`src/rtl/btn_bounce_if.sv`:
```
// Request/status bundle between a self-test sequencer (master) and the
// mechanical-bounce emulator (slave) that drives the raw button lines.
interface btn_bounce_if #(
  parameter int N_CH = 4,
  parameter int CH_W = 2
);
  logic            req_valid;
  logic            req_ready;
  logic [CH_W-1:0] req_ch;
  logic            req_level;
  logic [N_CH-1:0] btn_out;
  logic            busy;
  logic            done;

  modport master (
    output req_valid, req_ch, req_level,
    input  req_ready, btn_out, busy, done
  );

  modport slave (
    input  req_valid, req_ch, req_level,
    output req_ready, btn_out, busy, done
  );
endinterface

```
`src/rtl/btn_bounce_gen.sv`:
```
// Mechanical-bounce emulator: moves one button line to a new level through a
// burst of alternating segments, holds it for a settle window, then pulses done.
module btn_bounce_gen #(
  parameter int          N_CH          = 4,
  parameter int          CH_W          = 2,
  parameter int          RANDOM        = 1,
  parameter logic [15:0] SEED          = 16'hACE1,
  parameter int          FIXED_BOUNCES = 2,
  parameter int          FIXED_SEG     = 3,
  parameter int          SETTLE_CYCLES = 32
) (
  input  logic           clk,
  input  logic           rst,
  btn_bounce_if.slave    bif
);

  localparam int                SET_W       = $clog2(SETTLE_CYCLES + 1);
  localparam logic [SET_W-1:0]  SETTLE_LOAD = SET_W'(SETTLE_CYCLES - 1);

  typedef enum logic [1:0] {IDLE, BOUNCE, SETTLE, DONE} state_t;

  state_t          state, state_n;
  logic [15:0]     lfsr;
  logic [N_CH-1:0] btn_q;
  logic [CH_W-1:0] ch_q;
  logic            level_q;
  logic [3:0]      seg_len;
  logic [2:0]      seg_cnt;
  logic [4:0]      idx;
  logic [4:0]      last_idx;
  logic [SET_W-1:0] settle_cnt;
  logic [3:0]      k_pick;
  logic [3:0]      seg_pick;
  logic            accept;
  logic            ch_ok;
  logic            seg_end;
  logic            last_seg;

  // Level of the segment that follows segment i: even segments carry the
  // target level, odd ones its complement.
  function automatic logic next_seg_level(input logic lvl, input logic [4:0] i);
    return lvl ^ ~i[0];
  endfunction

  assign k_pick   = (RANDOM != 0) ? lfsr[3:0] : 4'(FIXED_BOUNCES);
  assign seg_pick = (RANDOM != 0) ? ({1'b0, lfsr[6:4]} + 4'd1) : 4'(FIXED_SEG);
  assign ch_ok    = int'(bif.req_ch) < N_CH;
  assign accept   = bif.req_valid && (state == IDLE);
  assign seg_end  = (seg_cnt == 3'd0);
  assign last_seg = (idx == last_idx);
  assign bif.btn_out = btn_q;

  always_ff @(posedge clk or posedge rst) begin
    if (rst) begin
      lfsr <= SEED;
    end else begin
      lfsr <= {1'b0, lfsr[15:1]} ^ (lfsr[0] ? 16'hB400 : 16'h0000);
    end
  end

  always_ff @(posedge clk or posedge rst) begin
    if (rst) begin
      state <= IDLE;
    end else begin
      state <= state_n;
    end
  end

  always_comb begin
    state_n       = state;
    bif.req_ready = 1'b0;
    bif.busy      = 1'b1;
    bif.done      = 1'b0;
    case (state)
      IDLE: begin
        bif.req_ready = 1'b1;
        bif.busy      = 1'b0;
        if (accept) begin
          if (!ch_ok)               state_n = DONE;
          else if (k_pick == 4'd0)  state_n = SETTLE;
          else                      state_n = BOUNCE;
        end
      end
      BOUNCE: if (seg_end && last_seg) state_n = SETTLE;
      SETTLE: if (settle_cnt == '0)    state_n = DONE;
      DONE: begin
        bif.done = 1'b1;
        state_n  = IDLE;
      end
      default: state_n = IDLE;
    endcase
  end

  // Segment 0 (or the settle level when there are no bounces) appears in the
  // cycle right after accept, so the line is written on the accept edge.
  always_ff @(posedge clk or posedge rst) begin
    if (rst) begin
      btn_q <= '0;
    end else if (accept && ch_ok) begin
      btn_q[bif.req_ch] <= bif.req_level;
    end else if ((state == BOUNCE) && seg_end) begin
      btn_q[ch_q] <= next_seg_level(level_q, idx);
    end
  end

  always_ff @(posedge clk) begin
    if (accept) begin
      ch_q       <= bif.req_ch;
      level_q    <= bif.req_level;
      seg_len    <= seg_pick;
      seg_cnt    <= 3'(seg_pick - 4'd1);
      idx        <= 5'd0;
      last_idx   <= {k_pick, 1'b0} - 5'd1;
      settle_cnt <= SETTLE_LOAD;
    end else if (state == BOUNCE) begin
      if (seg_end) begin
        if (last_seg) begin
          settle_cnt <= SETTLE_LOAD;
        end else begin
          idx     <= idx + 5'd1;
          seg_cnt <= 3'(seg_len - 4'd1);
        end
      end else begin
        seg_cnt <= seg_cnt - 3'd1;
      end
    end else if (state == SETTLE) begin
      settle_cnt <= settle_cnt - SET_W'(1);
    end
  end

endmodule

```
`src/flat_wrapper.sv`:
```
// flat-port wrapper written by rule: the top's interface ports become plain ports
module btn_bounce_gen_flat 
#(
  parameter int          N_CH          = 4,
  parameter int          CH_W          = 2,
  parameter int          RANDOM        = 1,
  parameter logic [15:0] SEED          = 16'hACE1,
  parameter int          FIXED_BOUNCES = 2,
  parameter int          FIXED_SEG     = 3,
  parameter int          SETTLE_CYCLES = 32
)
  (clk, rst, bif_req_valid, bif_req_ch, bif_req_level, bif_req_ready, bif_btn_out, bif_busy, bif_done);
  btn_bounce_if #(.N_CH(N_CH), .CH_W(CH_W)) bif_i ();
  input  logic clk;
  input  logic rst;
  input wire logic [$bits(bif_i.req_valid)-1:0] bif_req_valid;
  input wire logic [$bits(bif_i.req_ch)-1:0] bif_req_ch;
  input wire logic [$bits(bif_i.req_level)-1:0] bif_req_level;
  output wire logic [$bits(bif_i.req_ready)-1:0] bif_req_ready;
  output wire logic [$bits(bif_i.btn_out)-1:0] bif_btn_out;
  output wire logic [$bits(bif_i.busy)-1:0] bif_busy;
  output wire logic [$bits(bif_i.done)-1:0] bif_done;
  assign bif_i.req_valid = bif_req_valid;
  assign bif_i.req_ch = bif_req_ch;
  assign bif_i.req_level = bif_req_level;
  assign bif_req_ready = bif_i.req_ready;
  assign bif_btn_out = bif_i.btn_out;
  assign bif_busy = bif_i.busy;
  assign bif_done = bif_i.done;
  btn_bounce_gen #(.N_CH(N_CH), .CH_W(CH_W), .RANDOM(RANDOM), .SEED(SEED), .FIXED_BOUNCES(FIXED_BOUNCES), .FIXED_SEG(FIXED_SEG), .SETTLE_CYCLES(SETTLE_CYCLES)) u_core (.clk(clk), .rst(rst), .bif(bif_i));
endmodule
```
`config.mk`:
```
export PLATFORM = sky130hd
export DESIGN_NAME = btn_bounce_gen_flat
export DESIGN_NICKNAME = d
export VERILOG_FILES = /design/src/rtl/btn_bounce_if.sv /design/src/rtl/btn_bounce_gen.sv /design/src/flat_wrapper.sv
export SDC_FILE = /design/constraint.sdc
export NUM_CORES = 1
export LEC_CHECK = 0
export BUFFER_PORTS_ARGS = -buffer_cell sky130_fd_sc_hd__buf_2
export CORE_MARGIN = 3
export CORE_UTILIZATION = 30
export CTS_BUF_LIST = sky130_fd_sc_hd__clkbuf_8
export DETAILED_ROUTE_END_ITERATION = 12
export PLACE_DENSITY = 0.53
export REMOVE_ABC_BUFFERS = 1
export SYNTH_ARGS = -nofsm -noshare
export SYNTH_HDL_FRONTEND = slang
export SYNTH_SLANG_ARGS = --single-unit
```
`constraint.sdc`:
```
create_clock -name clk -period 3 [get_ports clk]
set_input_delay 0.75 -clock clk [delete_from_list [all_inputs] [get_ports clk]]
set_output_delay 0.75 -clock clk [all_outputs]
set_load 0.02 [all_outputs]
```
==> results.env <==
TIMING_HOLD_VIOLATIONS_FINAL=0
KIND_OF_CELL_ADDING_THE_MOST_DELAY_TO_THE_CRITICAL_PATH='flip-flops'
GRT_MAX_DEGREE=23
POST_SYNTH.CELL_AREA_AVG_UM2=11.09
CLOCK_LATENCY_PS=300
CELLLEAKAGEPOWER_nW=0.9699
WORST_R2R_PATH_DEPTH=6
SYNTH-EDFF-COUNT=13
PWR_DENSITY_CELL_mW_PER_MM2=885.9
POSTROUTEANTENNANETS=0
WORSTHOLDSTART='u_core.lfsr[12]$_DFF_PP0_'
TOTAL_GLOBAL_ROUTE_TRACK_USAGE_PCT=9.897
OVERFLOW=0
FINALCLOCKSKEW_PS=5.179
ROUTED_VIA_DENSITY=4.862
R2R-END='u_core.idx[3]$_SDFFE_PP0P_'
TIMING_MAX_TRANSITION_VIOLATIONS_FINAL=0
ENDPOINT_KIND='primary output'
SYNTH.YOSYS.WARNINGS=0
WORSTREG2REGSTART='u_core.state[1]$_DFFE_PP0P_'
SYNTH_COMMON_CELLS='19 x sky130_fd_sc_hd__nor2_1, 15 x sky130_fd_sc_hd__a21oi_1, 14 x sky130_fd_sc_hd__dfrtp_1, 14 x sky130_fd_sc_hd__inv_1, 13 x sky130_fd_sc_hd__edfxtp_1'
MAX_FREQ_MHz=492.4
RSZ0062_AT_GRT='no'
CRITICAL-PATH-MAX-STAGE-DELAY_PS=410
H-TREE-DEPTH=2
CTS_TREE='done'
CRIT_PATH_FREQUENT_CELL='sky130_fd_sc_hd__inv_1'
HOLD_PATH_CLASS='reg -> reg'
FLOORPLAN.ROWS=29
GPL.FINAL_WEIGHTED_CONGESTION=0.7313
NETLIST_TOP_CELLS_AREA='sky130_fd_sc_hd__edfxtp_1 19%, sky130_fd_sc_hd__dfrtp_1 17%, sky130_fd_sc_hd__dfxtp_1 11%'
TIMING.MAX_CAP.VIOLATIONS=0
DRT-INITIAL-DRC-COUNT=64
CHIP_HEIGHT_UM=89.38
REG2REG_SETUP_SLACK_PS=1030
AVGROUTEDWIREPERCELL_UM=12.44
CORE_MM2=0.006531
CP.BUFFERS_INVERTERS=3
DRIVE_ABOVE_1_SHARE_PCT=17.56
STATUS='completed'
SYN_AREA_MM2=0.002086
DIODES=0
CRIT_ARRIVAL_PS=1280
SYNTHDISTINCTLIBCELLS=40
FINAL.SETUP.TNS_PS=0
ROUTED-VIA-COUNT=1371
CTS-ROOT-TO-SINK-BUFFERS=2
SYNTH_TOP_FLOP_CELL='sky130_fd_sc_hd__dfrtp_1'
FILL_CELLS=663
NETS=221
WORST_SETUP_PATH_ENDPOINT='bif_busy'
SYNTH_LARGEST_TYPE_AREA_FRACTION_PCT=18.72
DIE_X_UM=89.38
HPWL_MM=2.494
CRITICAL_PATH_PEAK_FANOUT=4
MAXIMUM_RESISTIVE_DROP_ON_VDD_mV=0.2719
POSTSYNTHCELLCOUNT=188
CRIT_CELLS=4
FIN_CRIT_PS=2031
CTS.REPAIR.RESIZED=0
STARTING_DENSITY_OF_THE_CORE_PCT=31.93
CRITICAL_PATH.STARTPOINT='u_core.state[0]$_DFFE_PP0P_'
FINAL-SETUP-VIOL-COUNT=0
PORTION_OF_THE_CLOCK_CYCLE_CONSUMED_BY_THE_WORST_PATH_IN_THE_FINAL_LAYOUT_PCT=67.69
FINAL-SEQ-AREA_MM2=0.001171
CTS_POST_SETUP_BUFFERS_INSERTED=0
GRT_PASS1_WL_MM=6.009
SLOWEST_STAGE='sky130_fd_sc_hd__dfrtp_1'
GRT_PASS1_VIAS=1299
CTS.ROOT.BUFFER_CELL='sky130_fd_sc_hd__clkbuf_8'
SYNTH_TOP_AREA_CELL='sky130_fd_sc_hd__edfxtp_1'
CRIT_CHAIN='inv_1 > ha_1 > inv_1 > buf_2'
MAX-SLEW-MARGIN-REL_PCT=46.01
YS_ASYNC_SR_FRACTION_PCT=47.83
IOS=13
CTSHOLDBUFFERS=0
FIN_UTIL_PCT=35.65
INITIAL_ANTENNA_VIOLATION_COUNT=0
YOSYSSEQAREASHARE_PCT=56.15
CTS.SINK_COUNT=46
FINALWIRELENGTH_MM=3.508
DIE_AREA_MM2=0.007989
DR.PASS1.ITERS=4
POSTSYNTHREGISTERBITS=46
DETAIL_ROUTE.DRC_VIOLATIONS=0
SETUP.WORST_PATH.CLASS='reg -> out'
IO_BUFFERS=12
CRITICAL_PATH_REQUIRED_PS=2250
YOSYS.CELL_COUNT.TOP_TYPE='sky130_fd_sc_hd__nor2_1'
AREAGROWTHSYNTHTOFINISH_PCT=11.64
WORSTMARGINPINSLEW_PS=808.9
CRITICAL_PATH.STARTPOINT_TYPE='register'
CTS.CLK_SLEW.WORST_PATHS_PS=90
MULTI_INPUT_AREA_UM2=839.6
CTS-BUFFERS-INSERTED=5
stage by stage:
| stage | hold WS (ps) | std cells | worst slack [ps] | area (µm²) | power [mW] |
|---|---|---|---|---|---|
| floorplan | 331.2 | 183 | 727.8 | 2063 | 1.484 |
| global placement | 336.0 | 274 | 1118 | 2235 | 1.693 |
| detailed placement | 335.5 | 274 | 1058 | 2235 | 1.694 |
| CTS | 361.7 | 282 | 954.9 | 2328 | 2.098 |
| global route | 364.9 | 282 | 798.7 | 2328 | 2.228 |
| finish | 359.6 | 282 | 969.3 | 2328 | 2.063 |
where the power goes:
part	leakage (nW)	internal, mW	switching, mW
logic	0.460	0.309	0.451
clock network	0.0447	0.168	0.225
registers	0.465	0.801	0.110
total	0.970	1.28	0.785
how the worst min path moves through the flow:
stage	to	slack (ps)	cells after the start
floorplan	u_core.lfsr[8]$_DFF_PP0_	330	0
global placement	u_core.lfsr[11]$_DFF_PP1_	340	0
detailed placement	u_core.lfsr[8]$_DFF_PP0_	340	0
CTS	u_core.lfsr[6]$_DFF_PP1_	360	0
global route	u_core.lfsr[6]$_DFF_PP1_	360	0
finish	u_core.lfsr[11]$_DFF_PP1_	360	0
sequential cells by signal (all words and copies together), names as in the netlist:
register and cells:
u_core.settle_cnt 6, u_core.state 2, u_core.bif.btn_out 4, u_core.seg_len 3, u_core.level_q 1, u_core.idx 5, u_core.ch_q 2, u_core.last_idx 4
u_core.seg_cnt 3, u_core.lfsr 16
logic make-up (layout without fill, tap and decap cells):
| kind of cell | after synthesis | after routing | synth area share (%) |
|---|---|---|---|
| and+or+nand+nor | 56 | 56 | 13.80 |
| buffers and inverters | 19 | 36 | 3.599 |
| xor gates and xnor gates | 14 | 14 | 5.879 |
| DFF | 46 | 46 | 56.15 |
| AOI/OAI and AO/OA | 36 | 36 | 11.04 |
| adders and majority gates | 11 | 11 | 6.599 |
| muxes | 6 | 6 | 2.939 |
cell type report:
class | count | share of cell area [%]
clock inverter | 3 | 1.075
timing repair buffer | 14 | 3.224
inverter | 14 | 2.257
clock buffer | 5 | 2.955
multi-input combinational | 123 | 36.06
sequential | 46 | 50.30
tap | 77 | 4.138
worst reg2reg max path: stages (launching register included):
cell	delay, ps
sky130_fd_sc_hd__dfrtp_1	410
sky130_fd_sc_hd__inv_1	120
sky130_fd_sc_hd__ha_1	360
sky130_fd_sc_hd__and2_1	410
sky130_fd_sc_hd__nand4_1	160
sky130_fd_sc_hd__or3_1	320
sky130_fd_sc_hd__a21oi_1	140
placed cells by master (no fill, tap or decap), drive strengths merged, types with 3 or more instances in the layout:
| cell | count |
|---|---|
| a21oi | 15 |
| xor2 | 9 |
| nand2 | 8 |
| edfxtp | 13 |
| o21ai | 11 |
| buf | 14 |
| inv | 15 |
| nand4 | 3 |
| xnor2 | 5 |
| nor2 | 19 |
| nand3 | 8 |
| nor3 | 5 |
| dfrtp | 14 |
| mux2i | 5 |
| ha | 11 |
| nand3b | 3 |
| dfstp | 8 |
| dfxtp | 11 |
| clkbuf | 5 |
layer usage:
metal | track usage [%] | wire length [µm] | vias to the layer above
li1 | - | - | 686
met1 | 13.12 | 1769 | 661
met2 | 15.61 | 1568 | 19
met3 | 2.765 | 127 | 5
met4 | 3.248 | 43 | 0
met5 | 0 | 0 | -
Note: power is estimated with default switching activity, not from simulation.
